## config.mk

```make
export PLATFORM = sky130hd
export DESIGN_NAME = pim_cmd_scheduler
export DESIGN_NICKNAME = d
export VERILOG_FILES = /design/src/rtl/pim_cmd_scheduler.sv
export SDC_FILE = /design/constraint.sdc
export NUM_CORES = 1
export LEC_CHECK = 0
export CORE_UTILIZATION = 25
export CTS_CLUSTER_DIAMETER = 40
export DETAILED_ROUTE_END_ITERATION = 10
export PLACE_DENSITY = 0.47
export SETUP_SLACK_MARGIN = 0.5
export SKIP_CTS_REPAIR_TIMING = 1
export SLEW_MARGIN = 15
export SYNTH_ARGS = -nofsm -noshare
export SYNTH_HDL_FRONTEND = slang
export SYNTH_SLANG_ARGS = --single-unit
export TNS_END_PERCENT = 1
```

## constraint.sdc

```tcl
create_clock -name clk -period 5.34 [get_ports clk]
set_input_delay 1.068 -clock clk [delete_from_list [all_inputs] [get_ports clk]]
set_output_delay 1.068 -clock clk [all_outputs]
set_load 0.1 [all_outputs]
```

## src/rtl/pim_cmd_scheduler.sv

```systemverilog
`timescale 1ns/1ps
// pim_cmd_scheduler
//   Host-side command scheduler for the PIM matrix-multiply memory. Matmul
//   commands (src1, src2, dst) are queued in a FIFO. They are issued to the
//   memory one at a time: the addresses are driven, start is pulsed once, and
//   the scheduler waits for mem_done before it issues the next command.
//   Completed commands are counted. A command that does not complete within
//   TIMEOUT_CYC cycles raises a sticky error flag.
// Ports
//   clk, rst            clock; asynchronous active-high reset
//   cmd_valid/ready     host command handshake (ready = FIFO not full)
//   cmd_src1/src2/dst   host command addresses
//   src1/src2/dst_addr  addresses of the issued command, held until the next issue
//   start               one-cycle issue pulse to the memory
//   mem_done            completion pulse from the memory; ignored outside WAIT
//   busy                FIFO non-empty or a command is in progress
//   cmd_count           completed-command counter, wraps at 2^16
//   err_timeout         sticky timeout flag
//   clear_err           synchronous clear of err_timeout
module pim_cmd_scheduler #(
    parameter int unsigned LEN         = 32,
    parameter int unsigned DEPTH       = 4,
    parameter int unsigned TIMEOUT_CYC = 4096
) (
    input  logic           clk,
    input  logic           rst,
    input  logic           cmd_valid,
    output logic           cmd_ready,
    input  logic [LEN-1:0] cmd_src1,
    input  logic [LEN-1:0] cmd_src2,
    input  logic [LEN-1:0] cmd_dst,
    output logic [LEN-1:0] src1_addr,
    output logic [LEN-1:0] src2_addr,
    output logic [LEN-1:0] dst_addr,
    output logic           start,
    input  logic           mem_done,
    output logic           busy,
    output logic [15:0]    cmd_count,
    output logic           err_timeout,
    input  logic           clear_err
);
    localparam int unsigned AW = (DEPTH > 1) ? $clog2(DEPTH) : 1;
    localparam int unsigned CW = $clog2(TIMEOUT_CYC + 1);
    localparam logic [AW:0]   OCC_FULL  = (AW+1)'(DEPTH);
    localparam logic [AW:0]   OCC_ONE   = (AW+1)'(1);
    localparam logic [AW-1:0] PTR_ONE   = AW'(1);
    localparam logic [CW-1:0] WAIT_LAST = CW'(TIMEOUT_CYC - 1);
    localparam logic [CW-1:0] CNT_ONE   = CW'(1);

    typedef enum logic [1:0] {IDLE, ISSUE, WAIT} state_t;
    state_t state, state_next;

    logic [LEN-1:0] fifo_src1 [DEPTH];
    logic [LEN-1:0] fifo_src2 [DEPTH];
    logic [LEN-1:0] fifo_dst  [DEPTH];
    logic [AW-1:0]  wr_ptr, rd_ptr;
    logic [AW:0]    occ, occ_next;
    logic [CW-1:0]  wait_cnt;
    logic           push, pop, done_hit, timeout_hit;

    assign push        = cmd_valid && cmd_ready;
    assign pop         = (state == ISSUE);
    assign done_hit    = (state == WAIT) && mem_done;
    // mem_done takes priority over a timeout on the same cycle
    assign timeout_hit = (state == WAIT) && !mem_done && (wait_cnt == WAIT_LAST);
    assign busy        = (occ != '0) || (state != IDLE);

    always_comb begin
        occ_next = occ;
        case ({push, pop})
            2'b10:   occ_next = occ + OCC_ONE;
            2'b01:   occ_next = occ - OCC_ONE;
            default: occ_next = occ;
        endcase
    end

    always_ff @(posedge clk) begin
        if (push) begin
            fifo_src1[wr_ptr] <= cmd_src1;
            fifo_src2[wr_ptr] <= cmd_src2;
            fifo_dst[wr_ptr]  <= cmd_dst;
        end
    end

    always_ff @(posedge clk or posedge rst) begin
        if (rst) begin
            wr_ptr    <= '0;
            rd_ptr    <= '0;
            occ       <= '0;
            cmd_ready <= 1'b0;
        end else begin
            if (push) wr_ptr <= wr_ptr + PTR_ONE;
            if (pop)  rd_ptr <= rd_ptr + PTR_ONE;
            occ       <= occ_next;
            // registered from next occupancy, so it always reflects the
            // occupancy currently held and a same-cycle pop cannot raise it
            cmd_ready <= (occ_next != OCC_FULL);
        end
    end

    always_ff @(posedge clk or posedge rst) begin
        if (rst) state <= IDLE;
        else     state <= state_next;
    end

    always_comb begin
        state_next = state;
        case (state)
            IDLE:    if (occ != '0) state_next = ISSUE;
            ISSUE:   state_next = WAIT;
            WAIT:    if (done_hit || timeout_hit) state_next = IDLE;
            default: state_next = IDLE;
        endcase
    end

    always_ff @(posedge clk or posedge rst) begin
        if (rst) begin
            start       <= 1'b0;
            src1_addr   <= '0;
            src2_addr   <= '0;
            dst_addr    <= '0;
            wait_cnt    <= '0;
            cmd_count   <= '0;
            err_timeout <= 1'b0;
        end else begin
            start <= pop;
            if (pop) begin
                src1_addr <= fifo_src1[rd_ptr];
                src2_addr <= fifo_src2[rd_ptr];
                dst_addr  <= fifo_dst[rd_ptr];
                wait_cnt  <= '0;
            end else if (state == WAIT && !done_hit && !timeout_hit) begin
                wait_cnt <= wait_cnt + CNT_ONE;
            end
            if (done_hit) cmd_count <= cmd_count + 16'd1;
            // a new timeout wins over clear_err in the same cycle
            if (timeout_hit)    err_timeout <= 1'b1;
            else if (clear_err) err_timeout <= 1'b0;
        end
    end
endmodule

```

=== Word-level counts from Yosys, hierarchy flattened ===
Memory sizes are Yosys's and may differ from the RTL's. A register that Yosys moved wholly into a read port is not among the register bits.
Cells that the tools add are included.

* Reductions and logical operators: 17
* Multiplexer cells: 10
* Add/sub/neg operators: 6
* Equal/unequal tests: 8

{| class="wikitable"
|+ Operator list
! kind !! number
|-
| 2-to-1 mux 13 bit || 2
|-
| adder 16 x 1 -> 16 bit (second input constant) || 1
|-
| adder 13 x 1 -> 13 bit (second input constant) || 1
|-
| == test 13 x 12 -> 1 bit (second input constant) || 1
|-
| logical AND 1 bit || 6
|-
| case mux 2 bit (3 select lines) || 1
|-
| case mux 3 bit (2 select lines) || 1
|-
| nonzero test 2 bit || 3
|-
| adder 2 x 1 -> 2 bit (second input constant) || 2
|-
| == test 2 x 1 -> 1 bit (second input constant) || 2
|-
| == test 2 bit (second input constant) || 2
|-
| 2-to-1 mux 1 bit || 4
|-
| 2-to-1 mux 2 bit || 2
|-
| adder 3 x 1 -> 3 bit (second input constant) || 1
|-
| zero test 1 bit || 3
|-
| inequality test 3 bit (second input constant) || 1
|-
| nonzero test 3 bit || 1
|-
| subtractor 3 x 1 -> 3 bit (second input constant) || 1
|-
| zero test 2 bit || 1
|-
| logical OR 1 bit || 2
|-
| inequality test 2 x 1 -> 1 bit (second input constant) || 1
|-
| inequality test 2 bit (second input constant) || 1
|-
| AND reduction 2 bit || 1
|}

* Memories kept: 3
* Register bits: 41
* Input port bits: 101
* Memory bits (writable): 384

{| class="wikitable"
|+ Memories
! memory !! depth !! bits a word !! read ports !! clocked after memory_dff !! write ports !! RTL line !! source
|-
| fifo_dst || 4 || 32 || 1 || 1 || 1 || 55 || <nowiki>logic [LEN-1:0] fifo_dst [DEPTH];</nowiki>
|-
| fifo_src1 || 4 || 32 || 1 || 1 || 1 || 53 || <nowiki>logic [LEN-1:0] fifo_src1 [DEPTH];</nowiki>
|-
| fifo_src2 || 4 || 32 || 1 || 1 || 1 || 54 || <nowiki>logic [LEN-1:0] fifo_src2 [DEPTH];</nowiki>
|}

=== Logic depth before layout (Yosys ltp) ===
* Depth in word-level cells: 7
* Depth in mapped cells: 11

=== Worst setup path before layout ===
No wires, ideal clock.

* Kind: reg-to-reg
* Start: reg cmd_ready
* End: mem fifo_dst[0][0], enable pin
* Path buffers: 0
* Data required time: 4874 ps
* Arrival: 3358 ps
* Slack: 1516 ps
* Clock period less this slack: 3824 ps
* Library setup time: 466 ps
* Cell stages (with the launch flop): 2
* Cell sequence: dfrtp_1 -> and3_1

* Cells in the longest elaborated chain, start to end: 3

{| class="wikitable"
|+ RTL lines
! element !! RTL line !! source
|-
| start: declaration || 28 || <nowiki>output logic cmd_ready,</nowiki>
|-
| start signal: assignment || 97 || <nowiki>cmd_ready <= (occ_next != OCC_FULL);</nowiki>
|-
| logical AND 1 bit || 61 || <nowiki>assign push = cmd_valid && cmd_ready;</nowiki>
|-
| 2-to-1 mux 1 bit || 78 || <nowiki>if (push) begin</nowiki>
|-
| 2-to-1 mux 1 bit (implied by the code) || 81 || <nowiki>fifo_dst[wr_ptr] <= cmd_dst;</nowiki>
|-
| end: declaration || 55 ||
|}

No other way between the ends.

=== Worst setup path in the final report ===
* Start: reg occ[0]
* End: out busy

* Cells in the longest elaborated chain, start to end: 2

{| class="wikitable"
|+ RTL lines
! element !! RTL line !! source
|-
| start: declaration || 57 || <nowiki>logic [AW:0] occ, occ_next;</nowiki>
|-
| start signal: assignment || 94 || <nowiki>occ <= occ_next;</nowiki>
|-
| nonzero test 3 bit || 66 || <nowiki>assign busy = (occ != '0) || (state != IDLE);</nowiki>
|-
| logical OR 1 bit || 66 ||
|-
| end: declaration || 37 || <nowiki>output logic busy,</nowiki>
|}

No other way between the ends.

==> run summary <==
vias in the first global route = 11190
post-synthesis average cell area = 17.71 sq um
fin. max-slew vios = 0
H-tree depth = 3
asr flop ratio synth = 26.30%
WL per Instance = 18.78 um
Slew headroom = 29.66%
Seq/Total Area, Yosys = 77.22%
Hold WC Path Type = reg2reg
FF-to-FF End = cmd_ready
Static Leak = 9.474 nW
P per Cell Area = 697.1 mW/mm^2
synthesis-to-finish area growth = 33.61%
Top FF cell, synth = edfxtp_1
HP Start = dst_addr[20]
pre-CTS WS = 2110 ps
CP startpoint kind = register
Peak VDD IR = 0.4758 mV
Syn Nets = 1203
fin worst setup slack = 1827 ps
Worst Skew = 20.02 ps
I/O Pins = 217
First-pass DRT Iterations = 5
IO Port Bufs = 216
number of flops mapped to enable cells by yosys = 384
initial core utilization = 25.38%
Worst-path clk slew = 40 ps
YS warnings = 0
minimum clock period = 3513 ps
Final ANT Viol Nets = 0
clk buf depth = 3
Horiz. Die Dim = 280.4 um
final wirelength = 46360 um
flops & latches, synth = 521
first-pass GRT wire length = 70280 um
status = finished, final reports clean
final setup fails = 0
reg2reg path depth = 9
GPL Wtd Cong = 0.7063
Die Y = 280.4 um
row count = 101
total CTS buffers = 88
Critical Path RT = 4270 ps
maximum fanout along the worst path = 3
vias per cell = 4.186
slew at the pin with the worst max-slew slack = 1052 ps
Layout Nets = 1472
Netlist Area Pre-Place = 0.01937 sq mm
initial antenna violation count = 5
area of the multi-input gates = 0.004192 sq mm
Worst R2R Start = state[1]
antenna cells = 0
# DRC = 0
CTS tree = done
core footprint = 0.07633 sq mm
layout cells sized above 1 = 18.90%
hold path cells = 2
fin crit share = 65.79%
setup TNS = 0 ps
DIE AREA = 0.07861 sq mm
Netlist cell types = 48
total track usage = 12.01%
initial drt markers = 505
max-capacitance violation count = 0
cell count after synthesis = 1094
CP arrival = 2450 ps
Worst Hold End = dst_addr[20]
Crit. End Element = output pin
Clock Tree Root = clkbuf_16
FMAX = 284.6 MHz
CTS Sinks = 521
Fillers = 7359
post-DP HPWL = 27220 um
DR vias = 10340
Crit Path Class = reg2out
grt ovf = 0
largest net degree at the start of global routing = 86
Worst R2R Setup Slack = 2370 ps
clock latency on the worst-skew pair = 630 ps
RSZ-0062 raised after global routing = no
Fin. Hold Viols = 0
Reg area = 0.01497 sq mm
==> per-layer routing <==
layer	up-vias	share of wire (%)	GRT usage, %
met5	-	0.10	0
met4	10	1.9	4.147
met3	68	5.6	3.181
met2	239	48	19.35
met1	5334	44	15.58
li1	4684	-	-
==> how the worst max path moves through the flow <==
| stage | slack [ps] | startpoint | depth (start not counted) | to |
|---|---|---|---|---|
| 4_1_cts | 1720 | occ[0] | 3 | busy |
| 2_1_floorplan | 600 | rst | 1 | cmd_count[0] |
| 3_5_place_dp | 2110 | cmd_valid | 3 | fifo_src1[1][27] |
| 6_report | 1830 | occ[0] | 3 | busy |
| 3_3_place_gp | 2100 | cmd_valid | 3 | fifo_src1[1][27] |
| 5_1_grt | 1660 | occ[0] | 3 | busy |
==> report_power, final <==
group          leakage [nW]  switching [mW]  internal [mW]
sequential             5.24           0.522           5.41
combinational          2.76            4.57           1.82
clock                  1.47            2.00           3.71
==> layout make-up <==
| type | count | area share [%] |
|---|---|---|
| clock buffer | 103 | 9.078 |
| sequential | 521 | 57.82 |
| inverter | 12 | 0.2030 |
| clock inverter | 63 | 2.712 |
| tap | 1030 | 4.979 |
| timing repair buffer | 226 | 9.010 |
| multi-input combinational | 514 | 16.19 |
==> kinds of logic (layout without fill, tap and decap cells) <==
| kind of cell | after synthesis | count (layout) | synth area share, % |
|---|---|---|---|
| simple gates | 360 | 360 | 7.712 |
| compound gates | 26 | 26 | 0.9495 |
| xor+xnor | 21 | 21 | 0.9494 |
| fa+ha+maj | 8 | 8 | 0.5554 |
| buf+inv | 59 | 404 | 1.285 |
| mux | 99 | 99 | 11.33 |
| flops | 521 | 521 | 77.22 |
==> sequential cells by signal, indices dropped and copies added (netlist names) <==
register / cells
cmd_count: 16
cmd_ready: 1
dst_addr: 32
err_timeout: 1
fifo_dst: 128
fifo_src1: 128
fifo_src2: 128
occ: 3
rd_ptr: 2
src1_addr: 32
src2_addr: 32
start: 1
state: 2
wait_cnt: 13
wr_ptr: 2
==> critical path, stage by stage, from the launching register on <==
cell and delay (ps):
dfrtp_1 400, nor3_1 350, nand2_1 100, clkdlybuf4s50_1 980
==> layout by cell type (no fill, tap or decap), drive strengths merged, types with 10 or more instances in the layout <==
| cell type | synthesis | routed |
|---|---|---|
| bufinv | 0 | 11 |
| xnor2 | 13 | 13 |
| clkdlybuf4s50 | 0 | 216 |
| buf | 20 | 10 |
| nand2 | 301 | 301 |
| nor2 | 10 | 10 |
| clkinv | 1 | 32 |
| edfxtp | 384 | 384 |
| clkbuf | 27 | 103 |
| inv | 11 | 22 |
| dfrtp | 137 | 137 |
| clkinvlp | 0 | 10 |
| mux4 | 96 | 96 |
| nand3 | 11 | 11 |
==> stage by stage <==
step / utilization (%) / cell area, sq um / std cells / total power [mW] / hold WS, ps
2_1_floorplan: - / 19370 / 1094 / 10.71 / 458.7
3_3_place_gp: 29.88 / 22800 / 2302 / 12.52 / 461.3
3_5_place_dp: 29.88 / 22800 / 2302 / 12.55 / 461.2
4_1_cts: 33.87 / 25860 / 2468 / 18.37 / 473.7
5_1_grt: 33.91 / 25880 / 2469 / 18.91 / 499.2
6_report: 33.91 / 25880 / 2469 / 18.04 / 469.2
==> cells in the mapped netlist (all sizes together), types with 5 or more instances <==
library cell,count,area [sq um]
nor3,5,25.02
edfxtp,384,11530
nand4,8,62.56
inv,11,41.29
mux4,96,2162
xnor2,13,113.9
xor2,8,70.07
nor2,10,37.54
buf,20,102.6
and3,7,43.79
nand3,11,55.05
clkbuf,27,101.4
nand2,301,1130
dfrtp,137,3428
a21oi,5,25.02
ha,7,87.58
Note: power is estimated with default switching activity, not from simulation.
